==> src/rtl/controller_pkg.sv <==
// Shared definitions for the ENTDAA initiator: FSM state encoding, the
// broadcast-read byte used to solicit targets, and the provisional ID length.
package controller_pkg;

    typedef enum logic [3:0] {
        ST_IDLE,
        ST_ISSUE_RSTART,
        ST_SEND_RSVD,
        ST_RX_RSVD_ACK,
        ST_READ_ID_BIT,
        ST_WAIT_ADDR,
        ST_SEND_ADDR,
        ST_RX_ADDR_ACK,
        ST_ISSUE_STOP,
        ST_DONE
    } state_e;

    // 7'h7E with RnW = 1
    localparam logic [7:0] RSVD_BYTE = 8'hFD;
    localparam int         ID_LEN    = 64;

    // Address byte as sent on the bus: the parity bit makes the total number of ones odd.
    function automatic logic [7:0] addr_with_parity(input logic [6:0] addr);
        return {addr, ~(^addr)};
    endfunction

endpackage

==> src/rtl/entdaa_initiator.sv <==
// ENTDAA round sequencer: repeatedly solicits targets with Sr + 7E/R, reads the
// 64-bit provisional ID, hands out a dynamic address and reports each assignment.
module entdaa_initiator
    import controller_pkg::*;
#(
    parameter int MaxDevices = 8
) (
    input  logic        clk_i,
    input  logic        rst_ni,
    input  logic        start_i,
    input  logic        abort_i,
    input  logic [6:0]  next_addr_i,
    input  logic        next_addr_valid_i,
    output logic        bus_tx_req_byte_o,
    output logic        bus_tx_req_bit_o,
    output logic [7:0]  bus_tx_req_value_o,
    input  logic        bus_tx_done_i,
    output logic        bus_tx_sel_od_pp_o,
    output logic        bus_rx_req_byte_o,
    output logic        bus_rx_req_bit_o,
    input  logic [7:0]  bus_rx_data_i,
    input  logic        bus_rx_done_i,
    output logic        bus_rstart_req_o,
    output logic        bus_stop_req_o,
    input  logic        bus_cond_done_i,
    output logic [47:0] pid_o,
    output logic [7:0]  bcr_o,
    output logic [7:0]  dcr_o,
    output logic [6:0]  assigned_addr_o,
    output logic        record_valid_o,
    output logic [3:0]  dev_count_o,
    output logic        done_o,
    output logic        no_more_dev_o,
    output logic        error_o
);

    localparam logic [3:0] MAX_CNT = 4'(MaxDevices);
    localparam logic [6:0] ID_CNT  = 7'(ID_LEN);

    state_e              state_q, state_d;
    logic [ID_LEN-1:0]   shift_q;
    logic [6:0]          bit_cnt_q;
    logic [6:0]          addr_q;
    logic [3:0]          dev_count_q;
    logic                no_more_q;
    logic                error_q;
    logic [47:0]         pid_q;
    logic [7:0]          bcr_q;
    logic [7:0]          dcr_q;
    logic [6:0]          assigned_q;
    logic                record_valid_q;
    logic                abort_hit;
    logic                tx_byte;
    logic [7:0]          tx_value;
    logic                rx_bit;
    logic                rstart_req;
    logic                stop_req;
    logic                unused_rx_bits;

    // Only single-bit reads are issued, so the upper RX bits carry nothing.
    assign unused_rx_bits = ^bus_rx_data_i[7:1];

    assign abort_hit = abort_i && !(state_q inside {ST_IDLE, ST_ISSUE_STOP, ST_DONE});

    always_comb begin
        state_d    = state_q;
        tx_byte    = 1'b0;
        tx_value   = 8'h00;
        rx_bit     = 1'b0;
        rstart_req = 1'b0;
        stop_req   = 1'b0;
        case (state_q)
            ST_IDLE: if (start_i) state_d = ST_ISSUE_RSTART;
            ST_ISSUE_RSTART: begin
                rstart_req = 1'b1;
                if (bus_cond_done_i) state_d = ST_SEND_RSVD;
            end
            ST_SEND_RSVD: begin
                tx_byte  = 1'b1;
                tx_value = RSVD_BYTE;
                if (bus_tx_done_i) state_d = ST_RX_RSVD_ACK;
            end
            ST_RX_RSVD_ACK: begin
                rx_bit = 1'b1;
                if (bus_rx_done_i) state_d = bus_rx_data_i[0] ? ST_ISSUE_STOP : ST_READ_ID_BIT;
            end
            ST_READ_ID_BIT: begin
                rx_bit = 1'b1;
                if (bus_rx_done_i && bit_cnt_q == 7'd1) state_d = ST_WAIT_ADDR;
            end
            ST_WAIT_ADDR: if (next_addr_valid_i) state_d = ST_SEND_ADDR;
            ST_SEND_ADDR: begin
                tx_byte  = 1'b1;
                tx_value = addr_with_parity(addr_q);
                if (bus_tx_done_i) state_d = ST_RX_ADDR_ACK;
            end
            ST_RX_ADDR_ACK: begin
                rx_bit = 1'b1;
                if (bus_rx_done_i) begin
                    if (bus_rx_data_i[0] || (dev_count_q + 4'd1 == MAX_CNT)) state_d = ST_ISSUE_STOP;
                    else state_d = ST_ISSUE_RSTART;
                end
            end
            ST_ISSUE_STOP: begin
                stop_req = 1'b1;
                if (bus_cond_done_i) state_d = ST_DONE;
            end
            ST_DONE: state_d = ST_IDLE;
            default: state_d = ST_IDLE;
        endcase
        // Abort wins over any completion seen this cycle and withdraws the request.
        if (abort_hit) begin
            state_d    = ST_ISSUE_STOP;
            tx_byte    = 1'b0;
            tx_value   = 8'h00;
            rx_bit     = 1'b0;
            rstart_req = 1'b0;
        end
    end

    always_ff @(posedge clk_i or negedge rst_ni) begin
        if (!rst_ni) begin
            state_q        <= ST_IDLE;
            shift_q        <= '0;
            bit_cnt_q      <= '0;
            addr_q         <= '0;
            dev_count_q    <= '0;
            no_more_q      <= 1'b0;
            error_q        <= 1'b0;
            pid_q          <= '0;
            bcr_q          <= '0;
            dcr_q          <= '0;
            assigned_q     <= '0;
            record_valid_q <= 1'b0;
        end else begin
            state_q        <= state_d;
            record_valid_q <= 1'b0;
            if (abort_hit) begin
                error_q <= 1'b1;
            end else begin
                case (state_q)
                    ST_IDLE: if (start_i) begin
                        dev_count_q <= '0;
                        no_more_q   <= 1'b0;
                        error_q     <= 1'b0;
                    end
                    ST_RX_RSVD_ACK: if (bus_rx_done_i) begin
                        if (bus_rx_data_i[0]) begin
                            no_more_q <= 1'b1;
                        end else begin
                            bit_cnt_q <= ID_CNT;
                            shift_q   <= '0;
                        end
                    end
                    ST_READ_ID_BIT: if (bus_rx_done_i) begin
                        shift_q   <= {shift_q[ID_LEN-2:0], bus_rx_data_i[0]};
                        bit_cnt_q <= bit_cnt_q - 7'd1;
                    end
                    ST_WAIT_ADDR: if (next_addr_valid_i) addr_q <= next_addr_i;
                    ST_RX_ADDR_ACK: if (bus_rx_done_i) begin
                        if (bus_rx_data_i[0]) begin
                            error_q <= 1'b1;
                        end else begin
                            pid_q          <= shift_q[63:16];
                            bcr_q          <= shift_q[15:8];
                            dcr_q          <= shift_q[7:0];
                            assigned_q     <= addr_q;
                            record_valid_q <= 1'b1;
                            dev_count_q    <= dev_count_q + 4'd1;
                        end
                    end
                    default: ;
                endcase
            end
        end
    end

    assign bus_tx_req_byte_o  = tx_byte;
    assign bus_tx_req_bit_o   = 1'b0;
    assign bus_tx_req_value_o = tx_value;
    assign bus_tx_sel_od_pp_o = 1'b0;
    assign bus_rx_req_byte_o  = 1'b0;
    assign bus_rx_req_bit_o   = rx_bit;
    assign bus_rstart_req_o   = rstart_req;
    assign bus_stop_req_o     = stop_req;
    assign pid_o              = pid_q;
    assign bcr_o              = bcr_q;
    assign dcr_o              = dcr_q;
    assign assigned_addr_o    = assigned_q;
    assign record_valid_o     = record_valid_q;
    assign dev_count_o        = dev_count_q;
    assign done_o             = (state_q == ST_DONE);
    assign no_more_dev_o      = no_more_q;
    assign error_o            = error_q;

endmodule
==> config.mk <==
export PLATFORM = sky130hd
export DESIGN_NAME = entdaa_initiator
export DESIGN_NICKNAME = d
export VERILOG_FILES = /design/src/rtl/controller_pkg.sv /design/src/rtl/entdaa_initiator.sv
export SDC_FILE = /design/constraint.sdc
export NUM_CORES = 1
export LEC_CHECK = 0
export CAP_MARGIN = 20
export CORE_MARGIN = 3
export CORE_UTILIZATION = 38
export CTS_CLUSTER_DIAMETER = 60
export DETAILED_ROUTE_END_ITERATION = 6
export DONT_BUFFER_PORTS = 1
export PLACE_DENSITY = 0.59
export SLEW_MARGIN = 25
export SYNTH_ARGS = -nofsm -noshare
export SYNTH_HDL_FRONTEND = slang
export SYNTH_SLANG_ARGS = --single-unit
==> constraint.sdc <==
create_clock -name clk_i -period 2.3 [get_ports clk_i]
set_input_delay 0.345 -clock clk_i [delete_from_list [all_inputs] [get_ports clk_i]]
set_output_delay 0.345 -clock clk_i [all_outputs]
set_load 0.01 [all_outputs]
# After elaboration in Yosys (flattened, before gate mapping)

Index checks and enable logic that the tools add are counted.

Register bits after elaboration: 160
Input port bits: 23
Output and inout bits: 94
Logic and storage cells: 109

Add/subtract/negate cells: 2
Eq/ne operators: 28
Multiplexer cells: 44
Bitwise gates (word level): 3
Reductions and logical operators: 20

Operator list:

| operator              | number |
|---|---|
| $mux W64              | 3 |
| $pmux W64 S2          | 1 |
| $mux W4               | 15 |
| $pmux W4 S9           | 1 |
| $ne A3 B3 Y1 const B  | 10 |
| $mux W7               | 3 |
| $eq A4 B3 Y1 const B  | 4 |
| $pmux W8 S2           | 1 |
| $mux W1               | 15 |
| $reduce_and A5 Y1     | 3 |
| $ne A2 B2 Y1 const B  | 7 |
| $pmux W7 S2           | 1 |
| $eq A4 B4 Y1 const B  | 3 |
| $reduce_and A9 Y1     | 1 |
| $eq A4 B2 Y1 const B  | 2 |
| $mux W8               | 1 |
| $pmux W4 S2           | 1 |
| $reduce_and A4 Y1     | 2 |
| $eq A7 B1 Y1 const B  | 1 |
| $reduce_xor A7 Y1     | 1 |
| $sub A7 B1 Y7 const B | 1 |
| $reduce_bool A2 Y1    | 3 |
| $reduce_bool A3 Y1    | 2 |
| $add A4 B1 Y4 const B | 1 |
| other kinds (10)      | 14 |

# Longest topological paths before layout

Gate-level depths: netlist of the first run.

Depth after elaboration: 7
Gate-level depth with buffers: 9
Mapped depth without buffers: 6

# Least setup slack after synthesis of the first run

Ideal clock, no wire load.

Kind: register -> register
Start: register state_q[0]
End: register pid_q[31], in the netlist pid_o[31]
Library setup time: 0.117 ns
Arrival time: 1.905 ns
Data required time: 2.183 ns
Setup slack: 0.279 ns
Stages on the path, launching flop included: 9
Buffers on the path: 3
Period minus slack after synthesis: 2.021 ns
Cells stage by stage: dfrtp_1 > nor2b_1 > o31a_1 > or4_1 > buf_2 > buf_2 > buf_2 > nand2_1 > nand2_1

Cells in the longest elaborated chain, start to end: 6
Elaborated cells on any way between the ends: 9
Those cells by class: eq/ne: 3; bitwise: 1; reduce/logical: 5

Ends and longest elaborated chain:

| element                                                 | line                    | source |
|---|---|---|
| from (decl)                                             | entdaa_initiator.sv:40  | `state_e state_q, state_d;` |
| from (signal assigned)                                  | entdaa_initiator.sv:136 | `state_q <= state_d;` |
| $eq A4 B4 Y1 / $logic_not A4 Y1 (equally long branches) | entdaa_initiator.sv:63  | `assign abort_hit = abort_i && !(state_q inside {ST_IDLE, ST_ISSUE_STOP, ST_DONE});` |
| $reduce_bool A3 Y1                                      | entdaa_initiator.sv:63  |  |
| $logic_not A1 Y1                                        | entdaa_initiator.sv:63  |  |
| $logic_and A1 B1 Y1                                     | entdaa_initiator.sv:63  |  |
| $not A1 Y1 (no source line)                             | --                      |  |
| $reduce_and A4 Y1 (no source line) *                    | --                      |  |
| to (signal assigned)                                    | entdaa_initiator.sv:164 | `pid_q <= shift_q[63:16];` |
| to (decl)                                               | entdaa_initiator.sv:47  | `logic [47:0] pid_q;` |

Every way passes the cells marked *; elsewhere a longest branch is shown, timed or not.
A chain may end at the register's enable or synchronous reset.

# Final worst setup path of the first run

Start: register state_q[1]
End: output bus_rx_req_bit_o

Cells in the longest elaborated chain, start to end: 5
Elaborated cells on any way between the ends: 12
Those cells by class: eq/ne: 5; mux: 2; reduce/logical: 5

Ends and longest elaborated chain:

| element                                                 | line                    | source |
|---|---|---|
| $eq A4 B4 Y1 / $logic_not A4 Y1 (equally long branches) | entdaa_initiator.sv:63  |  |
| $reduce_bool A3 Y1                                      | entdaa_initiator.sv:63  |  |
| $logic_not A1 Y1                                        | entdaa_initiator.sv:63  |  |
| $logic_and A1 B1 Y1                                     | entdaa_initiator.sv:63  |  |
| $mux W1 *                                               | entdaa_initiator.sv:112 | `if (abort_hit) begin` |
| to (decl)                                               | entdaa_initiator.sv:20  | `output logic bus_rx_req_bit_o,` |

Marks and branches as above.

==> results.py, run 1 <==
metrics = {
    "setup_path": {
        "crit_chain": "buf_4 -> buf_4 -> or3b_2 -> a211oi_4",
        "crit_required_ns": 1.96,
        "reg2reg_from": "state_q[0]$_DFFE_PN0P_",
        "ff2ff_path_depth": 6,
        "critical-path-max-stage-delay_ns": 0.48,
        "path_class": "reg -> out",
        "crit_path_end_kind": "primary output",
        "cp_max_fo": 12,
        "arrival_ns": 1.89,
        "crit_slowest_cell": "or3b_2",
        "crit_top_cell": "buf_4",
        "worstReg2RegEnd": "pid_o[39]$_DFFE_PN0P_",
        "r2r_slack_ns": 0.14,
        "start_kind": "register",
        "startpoint": "state_q[1]$_DFFE_PN0P_",
    },
    "logic_synthesis": {
        "syn_area_um2": 6480,
        "synth-async-reset-ratio_pct": 100,
        "ys_ff_latch": 160,
        "synth-edff-count": 0,
        "synth_cells": 623,
        "seq_area_frac_synth_pct": 61.8,
        "synthFlopType": "dfrtp_1",
        "synth_cell_types": 51,
        "yosys_warnings": 0,
        "synth.avg_cell_area_um2": 10.4,
    },
    "global_routing": {
        "overflow": 0,
        "grt_pass1_vias": 4374,
        "grt_max_degree": 161,
        "grt_use_total_pct": 15.2,
        "grt_pass1_wl_um": 22400,
        "antenna_found_initial": 0,
    },
    "placed_design": {
        "numPlacedInstances": 817,
        "port_buffers": 0,
        "post-dp-hpwl_um": 8560,
        "place_congestion": 0.825,
        "place_worst_setup_slack_ns": 0.0668,
    },
    "layout": {
        "antenna_cells": 0,
        "drive_above_1_share_pct": 10.0,
        "area_growth_pct": 13.6,
        "final-instance-count-excl-fill": 849,
        "nets": 642,
        "layout_commonest_cell": "nand2_1",
        "final_cell_mix": "nand2_1, dfrtp_1, a22o_1, o21ai_0, clkbuf_16",
        "utilization_pct": 44.2,
        "nFillCells": 1595,
    },
    "clock_network": {
        "tritoncts": "yes",
        "clockRootBuffer": "clkbuf_16",
        "clk_latency_ns": 0.42,
        "cts.path.max_buffers": 2,
        "cts.sinks": 160,
        "numCtsBuffers": 17,
        "clk_pin_slew_ns": 0.06,
        "htree_levels": 4,
        "postCtsSetupRepairBufs": 0,
    },
    "route": {
        "drt_wl_total_um": 13700,
        "wl_met1_um": 5980,
        "ant_nets": 0,
        "top_layer": "met4",
        "via_count": 4431,
        "wl_met2_um": 6580,
        "drtIter0Drc": 224,
        "dr_wl_met3_um": 1010,
        "route.detailed.drc": 0,
        "wl_per_cell_um": 16.2,
        "viasPerCell": 5.22,
        "first_pass_iters": 5,
    },
    "flow_run": {
        "drv_cap": 0,
    },
    "sta": {
        "setup_ws_ns": 0.0619,
        "rsz0062_at_grt": "no",
        "finalSetupViolations": 0,
        "timing.final.crit_share_pct": 97.3,
        "period_minus_slack_ns": 2.24,
        "finalClockSkew_ns": 0.00814,
        "timing.hold.ws_ns": -0.376,
        "finalMaxSlewViolations": 0,
        "max_freq_mhz": 447,
        "worstMarginPinSlew_ns": 0.540,
        "hold_violations": 160,
        "setup_tns_ns": 0,
        "slew_headroom_pct": 63.5,
    },
    "floorplan": {
        "dieArea_um2": 18700,
        "start_util_pct": 38.9,
        "fp.dieH_um": 137,
        "rows": 47,
        "core-area_um2": 16600,
        "num_io_pins": 117,
        "die_x_um": 137,
    },
    "hold_path": {
        "hold_class": "in -> async",
    },
    "power": {
        "ir_worst_vdd_mv": 0.495,
        "p_leak_nw": 3.74,
        "p_per_area_nw_per_um2": 937,
    },
    "outcome": {
        "violations": "negative hold slack",
        "status": "finished with violations",
    },
}
repair_timing:
action | CTS | global route
gates resized for setup | 4 | 3
pin swaps | 0 | 1
endpoints found under the setup margin | 2 | 5
gates cloned | 0 | 0
endpoints found under the hold margin | 160 | 160
per-stage QoR:
stage / instance area [um^2] / hold WS (ns) / total power, W
after global routing: 7360 / -0.408 / 0.00724
after detailed placement: 6740 / 0.0521 / 0.00413
after floorplan: 6490 / 0.0494 / 0.00388
after CTS: 7350 / -0.402 / 0.00698
final: 7360 / -0.376 / 0.00690
after global placement: 6740 / 0.0525 / 0.00409
worst max-delay path by stage:
stage | cells after the start | endpoint
global route | 6 | bus_tx_req_value_o[1]
finish | 4 | bus_rx_req_bit_o
floorplan | 8 | pid_o[31]$_DFFE_PN0P_
global placement | 5 | bit_cnt_q[4]$_DFFE_PN0P_
CTS | 4 | bus_rx_req_bit_o
detailed placement | 5 | bit_cnt_q[4]$_DFFE_PN0P_
metal layers:
metal  vias up  global-route usage (%)
li1       2093                       -
met1      2199                    19.8
met3        14                    5.81
met5         -                       0
met4         0                    4.65
met2       125                    23.7
critical path: cells and delay by family, from the launching register on:
| family | cells | cell delay [ns] |
|---|---|---|
| compound gates | 1 | 0.27 |
| buf+inv | 2 | 0.34 |
| flops | 1 | 0.38 |
| simple gates | 1 | 0.48 |
state kept, by name, summed over array words and instances (netlist names):
register and flops:
shift_q 64, pid_o 48, bcr_o 8, dcr_o 8, addr_q 7, assigned_addr_o 7
bit_cnt_q 7, dev_count_o 4, state_q 4, error_o 1, no_more_dev_o 1, record_valid_o 1
power by group:
part / switching [W] / internal (W) / total (W)
logic: 0.000565 / 0.000441 / 0.00101
clock network: 0.00112 / 0.00167 / 0.00278
registers: 0.000142 / 0.00296 / 0.00311
total: 0.00183 / 0.00507 / 0.00690
cell families (layout without fill, tap and decap cells):
family          Yosys count  after routing  share of synthesized area (%)
flops                   160            160                           61.8
fa+ha+maj                 3              3                          0.579
xor+xnor                  7              7                          0.946
compound gates          124            124                           14.4
simple gates            265            265                           16.9
mux                       7              7                           1.22
buf+inv                  56             60                           4.05
other cells               1              3                         0.0579
layout make-up:
class                      instances  area, um^2  share of cell area [%]
clock buffer                      21         460                    6.26
tap                              220         275                    3.74
clock inverter                    11         130                    1.77
inverter                          14        52.6                   0.714
timing repair buffer              14         188                    2.55
sequential                       160        4000                    54.4
multi-input combinational        409        2250                    30.6
synthesized netlist by cell type, drive strengths merged (2+ instances only):
cell type / n / share of area (%)
nand2: 217 / 13
dfrtp: 160 / 62
a22o: 65 / 8.8
buf: 29 / 2.5
o21ai: 24 / 1.9
a21oi: 15 / 1.2
inv: 14 / 0.81
clkbuf: 13 / 0.75
nor2: 13 / 0.75
mux2: 7 / 1.2
nor3: 7 / 0.54
nand3: 5 / 0.46
nor2b: 5 / 0.48
xnor2: 5 / 0.68
ha: 3 / 0.58
o31a: 3 / 0.41
o41ai: 3 / 0.41
a21o: 2 / 0.23
and3: 2 / 0.19
nor3b: 2 / 0.23
nor4: 2 / 0.19
or3b: 2 / 0.27
or4: 2 / 0.23
or4b: 2 / 0.31
xor2: 2 / 0.27
Note: power is estimated with default switching activity, not from simulation.
==> run 2, diff against run 1 <==
- ABC_AREA: not set -> 1
==> run 2 against run 1 <==
  * Critical path type unchanged
  * Utilization rose by 0.24 points
  * Cell area increased by 1.3%
  * Largest cell class unchanged
  * Critical path depth up 4
  * Die area grew 1.7%
  * The run still ends with negative hold slack left
==> results.py, run 2 <==
metrics = {
    "sta": {
        "period_minus_slack_ns": 2.19,
        "slew_headroom_pct": 66.8,
        "finalMaxSlewViolations": 0,
        "max_freq_mhz": 458,
        "timing.hold.ws_ns": -0.368,
        "finalSetupViolations": 0,
        "timing.final.crit_share_pct": 95.0,
        "worstMarginPinSlew_ns": 0.494,
        "setup_ws_ns": 0.115,
        "hold_violations": 160,
        "finalClockSkew_ns": 0.00879,
    },
    "outcome": {
        "violations": "negative hold slack",
        "status": "finished with violations",
    },
    "layout": {
        "nets": 770,
        "largest_register_ffs": 64,
        "nFillCells": 1633,
        "final_cell_area_um2": 7450,
        "final_cell_mix": "nand2_1, dfrtp_1, o21ai_0, inv_1, nor2_1",
        "antenna_cells": 0,
        "drive_above_1_share_pct": 7.28,
        "register_area_um2": 4010,
        "layout_commonest_cell": "nand2_1",
        "final-instance-count-excl-fill": 976,
        "multi_input_area_um2": 2080,
        "area_growth_pct": 13.0,
        "regMostFlops": "shift_q",
    },
    "logic_synthesis": {
        "synthFlopType": "dfrtp_1",
        "synthTopCellsByCount": "nand2_1, dfrtp_1, o21ai_0, inv_1, nor2_1",
        "synth_cell_types": 28,
        "ys_ff_latch": 160,
        "synth_top_area_cell": "dfrtp_1",
        "synth_top_area_share_pct": 60.7,
        "synth_top_cells_by_area": "dfrtp_1, nand2_1, o21ai_0",
        "synth_cells": 743,
        "synth-edff-count": 0,
        "syn_area_um2": 6600,
        "synth-async-reset-ratio_pct": 100,
        "synth.most_common_cell": "nand2_1",
        "synth.avg_cell_area_um2": 8.88,
        "seq_area_frac_synth_pct": 60.7,
        "yosys_warnings": 0,
    },
    "clock_network": {
        "clockRootBuffer": "clkbuf_16",
        "clk_latency_ns": 0.41,
        "tritoncts": "yes",
        "cts.sinks": 160,
        "htree_levels": 4,
        "numCtsBuffers": 17,
        "clk_pin_slew_ns": 0.06,
        "cts.path.max_buffers": 2,
    },
    "placed_design": {
        "port_buffers": 0,
        "post-dp-hpwl_um": 8820,
        "place_congestion": 0.897,
        "place_worst_setup_slack_ns": 0.228,
        "place_area_um2": 6840,
        "numPlacedInstances": 942,
    },
    "global_routing": {
        "antenna_found_initial": 0,
        "grt_max_degree": 161,
        "grt_pass1_wl_um": 22100,
        "grt_use_total_pct": 14.7,
        "overflow": 0,
        "grt_pass1_vias": 4587,
    },
    "route": {
        "drtIter0Drc": 351,
        "ant_nets": 0,
        "drt_wl_total_um": 13500,
        "first_pass_iters": 4,
        "wl_per_cell_um": 13.8,
        "viasPerCell": 4.85,
        "via_count": 4736,
        "route.detailed.drc": 0,
    },
    "floorplan": {
        "fp.dieH_um": 138,
        "rows": 47,
        "core-area_um2": 16800,
        "dieArea_um2": 19000,
        "start_util_pct": 39.4,
        "die_x_um": 138,
        "num_io_pins": 117,
    },
    "setup_path": {
        "crit_path_end_kind": "primary output",
        "cp_max_fo": 8,
        "reg2reg_from": "state_q[2]$_DFFE_PN0P_",
        "crit_required_ns": 1.96,
        "worstReg2RegEnd": "bit_cnt_q[6]$_DFFE_PN0P_",
        "r2r_slack_ns": 0.33,
        "ff2ff_path_depth": 8,
        "path_class": "reg -> out",
        "start_kind": "register",
        "arrival_ns": 1.84,
    },
    "power": {
        "ir_worst_vdd_mv": 0.475,
        "total_power_w": 0.00719,
        "p_per_area_nw_per_um2": 965,
        "p_leak_nw": 3.42,
    },
    "hold_path": {
        "hold_class": "in -> async",
    },
    "flow_run": {
        "drv_cap": 0,
    },
}
-- run 2: how the worst max path moves through the flow --
stage                                      start                        to  slack (ns)
after floorplan           state_q[1]$_DFFE_PN0P_     bus_tx_req_value_o[0]        0.36
after global placement    state_q[2]$_DFFE_PN0P_  bit_cnt_q[6]$_DFFE_PN0P_        0.31
after detailed placement  state_q[2]$_DFFE_PN0P_  bit_cnt_q[6]$_DFFE_PN0P_        0.23
after CTS                 state_q[1]$_DFFE_PN0P_     bus_tx_req_value_o[1]       0.005
after global routing      state_q[1]$_DFFE_PN0P_     bus_tx_req_value_o[0]      -0.003
final                     state_q[1]$_DFFE_PN0P_     bus_tx_req_value_o[1]        0.11
-- run 2: kinds of logic after synthesis --
logic type / synth area share, %
DFF: 60.7
xor gates and xnor gates: 1.06
and+or+nand+nor: 16.5
adders and majority gates: 0.569
other: 0.0569
buffers and inverters: 8.25
AOI/OAI and AO/OA: 12.8
-- run 2: cell type report --
type | instances | area share [%]
inverter | 98 | 4.94
tap | 220 | 3.69
timing repair buffer | 15 | 2.01
multi-input combinational | 452 | 27.9
sequential | 160 | 53.8
clock buffer | 23 | 6.28
clock inverter | 8 | 1.43
-- run 2: metal layers --
layer,global-route usage [%],up-vias,wire length (um)
met5,0,-,0
met4,5.65,0,248
met3,5.11,18,977
met2,23.4,119,6290
met1,18.5,2259,5940
li1,-,2340,-
-- run 2: metrics by stage --
step	setup TNS, ns	util [%]	hold WS [ns]
6_report	0	44.5	-0.368
5_1_grt	-0.00309	44.5	-0.398
4_1_cts	0	44.2	-0.401
3_5_place_dp	0	40.8	0.0538
3_3_place_gp	0	40.8	0.0549
2_1_floorplan	0	-	0.0494
-- run 2: worst max-delay path: stages (launching register included) --
cell	delay (ns)
dfrtp_2	0.47
inv_1	0.08
nand2_1	0.09
nor3_4	0.19
nor2_4	0.10
inv_2	0.08
nand3_4	0.10
nor3_1	0.16
buf_4	0.16
-- run 2: timing repair --
action / in CTS / in global routing
gates resized for setup: 1 / 3
endpoints found under the hold margin: 160 / 160
pin swaps: 0 / 1
setup buffers: 0 / 3
endpoints found under the setup margin: 1 / 9
-- run 2: power breakdown --
part | internal (W) | total, W | switching, W
registers | 0.00298 | 0.00316 | 0.000180
logic | 0.000472 | 0.00129 | 0.000819
clock network | 0.00166 | 0.00274 | 0.00109
==> run 3, diff against run 2 <==
- CTS_BUF_LIST: not set -> sky130_fd_sc_hd__clkbuf_2
==> run 3 against run 2 <==
  * The run ends with negative hold slack, negative setup slack left
  * Die area stayed put
  * First-iteration DRC count shrank 17%
  * Cell count grew 3.3%
  * Utilization increased by 0.25 points
  * Critical path depth decreased by 1
  * Sequential share of layout area down 0.29 points
  * Sequential power hardly changed
==> results.py, run 3 (synthesis results as in run 2) <==
metrics = {
    "clock_network": {
        "cts.sinks": 160,
        "htree_levels": 4,
        "cts.path.max_buffers": 2,
        "hold_buffers": 21,
        "clk_pin_slew_ns": 0.23,
        "numCtsBuffers": 17,
        "clk_latency_ns": 0.69,
        "tritoncts": "yes",
        "clockRootBuffer": "clkbuf_2",
    },
    "placed_design": {
        "port_buffers": 0,
        "post-dp-hpwl_um": 8820,
        "place_worst_setup_slack_ns": 0.228,
        "place_area_um2": 6840,
        "place_congestion": 0.897,
    },
    "setup_path": {
        "cp_max_fo": 8,
        "cpLargestDelayFamily": "simple AND/OR/NAND/NOR gates",
        "crit_path_end_kind": "primary output",
        "arrival_ns": 1.98,
        "crit_top_cell": "inv_2",
        "path_class": "reg -> out",
        "cp.depth": 7,
        "worstReg2RegEnd": "addr_q[1]$_DFFE_PN0P_",
        "crit_slowest_cell": "dfrtp_1",
        "reg2reg_from": "state_q[3]$_DFFE_PN0P_",
        "critical-path-max-stage-delay_ns": 0.46,
        "r2r_slack_ns": 0.14,
        "start_kind": "register",
        "cp.buffers_inverters": 3,
        "cp-endpoint": "bus_tx_req_value_o[1]",
        "crit_chain": "inv_2 -> nor3_4 -> nor2_4 -> inv_2 -> nand3_4 -> nor3_2 -> buf_4",
        "crit_required_ns": 1.96,
        "ff2ff_path_depth": 9,
        "startpoint": "state_q[3]$_DFFE_PN0P_",
    },
    "layout": {
        "nFillCells": 1644,
        "final_cell_mix": "nand2_1, dfrtp_1, o21ai_0, inv_1, nor2_1",
        "area_growth_pct": 13.6,
        "drive_above_1_share_pct": 11.7,
        "final_cell_area_um2": 7490,
        "regMostFlops": "shift_q",
        "largest_register_ffs": 64,
        "nets": 802,
        "layout_commonest_cell": "nand2_1",
        "antenna_cells": 0,
    },
    "sta": {
        "rsz0062_at_grt": "yes",
        "timing.hold.ws_ns": -0.682,
        "hold_violations": 160,
        "slew_headroom_pct": 66.5,
        "setup_tns_ns": -0.121,
        "finalSetupViolations": 7,
        "max_freq_mhz": 429,
        "period_minus_slack_ns": 2.33,
        "finalMaxSlewViolations": 0,
        "worstMarginPinSlew_ns": 0.499,
        "setup_ws_ns": -0.0293,
        "finalClockSkew_ns": 0.0250,
        "timing.final.crit_share_pct": 101,
    },
    "global_routing": {
        "antenna_found_initial": 0,
        "grt_pass1_vias": 4797,
        "grt_use_total_pct": 15.1,
        "overflow": 0,
        "grt_pass1_wl_um": 22800,
        "grt_max_degree": 161,
    },
    "route": {
        "via_count": 4909,
        "drt_wl_total_um": 14000,
        "first_pass_iters": 4,
        "viasPerCell": 4.87,
        "drtIter0Drc": 293,
        "ant_nets": 0,
        "wl_per_cell_um": 13.9,
        "route.detailed.drc": 0,
    },
    "flow_run": {
        "drv_cap": 0,
    },
    "floorplan": {
        "dieArea_um2": 19000,
        "num_io_pins": 117,
        "start_util_pct": 39.4,
        "rows": 47,
        "fp.dieH_um": 138,
        "core-area_um2": 16800,
        "die_x_um": 138,
    },
    "power": {
        "clock_power_share_pct": 23.0,
        "ir_worst_vdd_mv": 0.404,
        "p_int_w": 0.00423,
        "p_leak_nw": 3.44,
        "p_seq_share_pct": 49.7,
        "p_per_area_nw_per_um2": 849,
        "switchingPower_w": 0.00213,
        "swShare_pct": 33.5,
        "comb_power_share_pct": 27.4,
    },
    "outcome": {
        "status": "finished with violations",
        "violations": "negative hold slack, negative setup slack",
    },
    "hold_path": {
        "hold_class": "in -> async",
    },
}
-- run 3: cell count changes in the layout (fill, tap and decap cells not counted), sizes merged --
cell,before,now
clkinv,3,5
clkbuf,23,21
buf,15,26
dlygate4sd3,0,21
-- run 3: worst min path at each step --
stage          cells after the start                  endpoint  slack [ns]
6_report                           0    shift_q[7]$_DFFE_PN0P_       -0.68
5_1_grt                            0  bit_cnt_q[5]$_DFFE_PN0P_       -0.83
4_1_cts                            0  bit_cnt_q[5]$_DFFE_PN0P_       -0.82
3_5_place_dp                       0     addr_q[1]$_DFFE_PN0P_        0.05
3_3_place_gp                       0     addr_q[3]$_DFFE_PN0P_        0.05
2_1_floorplan                      0     addr_q[0]$_DFFE_PN0P_        0.05
-- run 3: cell type report --
| type | count | area (um^2) | share of cell area [%] |
|---|---|---|---|
| flip-flops and latches | 160 | 4010 | 53.5 |
| well taps | 220 | 275 | 3.67 |
| repair buffers | 47 | 450 | 6.01 |
| clock inverters | 10 | 114 | 1.52 |
| clock buffers | 21 | 105 | 1.40 |
| inverters | 98 | 370 | 4.94 |
| multi-input cells | 452 | 2170 | 29.0 |
-- run 3: repair_timing --
item                       4_1_cts  5_1_grt
cloned                           0        0
pin swaps                        2        4
hold endpoints to repair       181      160
setup endpoints to repair       11       13
buffers inserted                10        4
gates resized for setup         19       20
-- run 3: power by group through the flow --
stage / Clock [W] / Sequential, W / Combinational (W)
after global routing: 0.00167 / 0.00318 / 0.00193
after global placement: 0 / 0.00320 / 0.00120
after floorplan: 0 / 0.00317 / 0.000988
after CTS: 0.00154 / 0.00315 / 0.00158
after detailed placement: 0 / 0.00321 / 0.00125
final: 0.00146 / 0.00316 / 0.00174
-- run 3: metrics by stage --
step,util [%],total power [W],instances
finish,44.7,0.00636,1008
global route,44.7,0.00678,1008
CTS,44.1,0.00627,1004
detailed placement,40.8,0.00446,942
global placement,40.8,0.00440,942
floorplan,-,0.00416,745
-- run 3: per-layer routing --
metal,GRT usage (%),vias to the layer above,part of all wire (%)
met3,5.15,25,7.8
met2,24.5,148,48
li1,-,2402,-
met4,5.93,0,1.9
met1,18.5,2334,42
met5,0,-,0
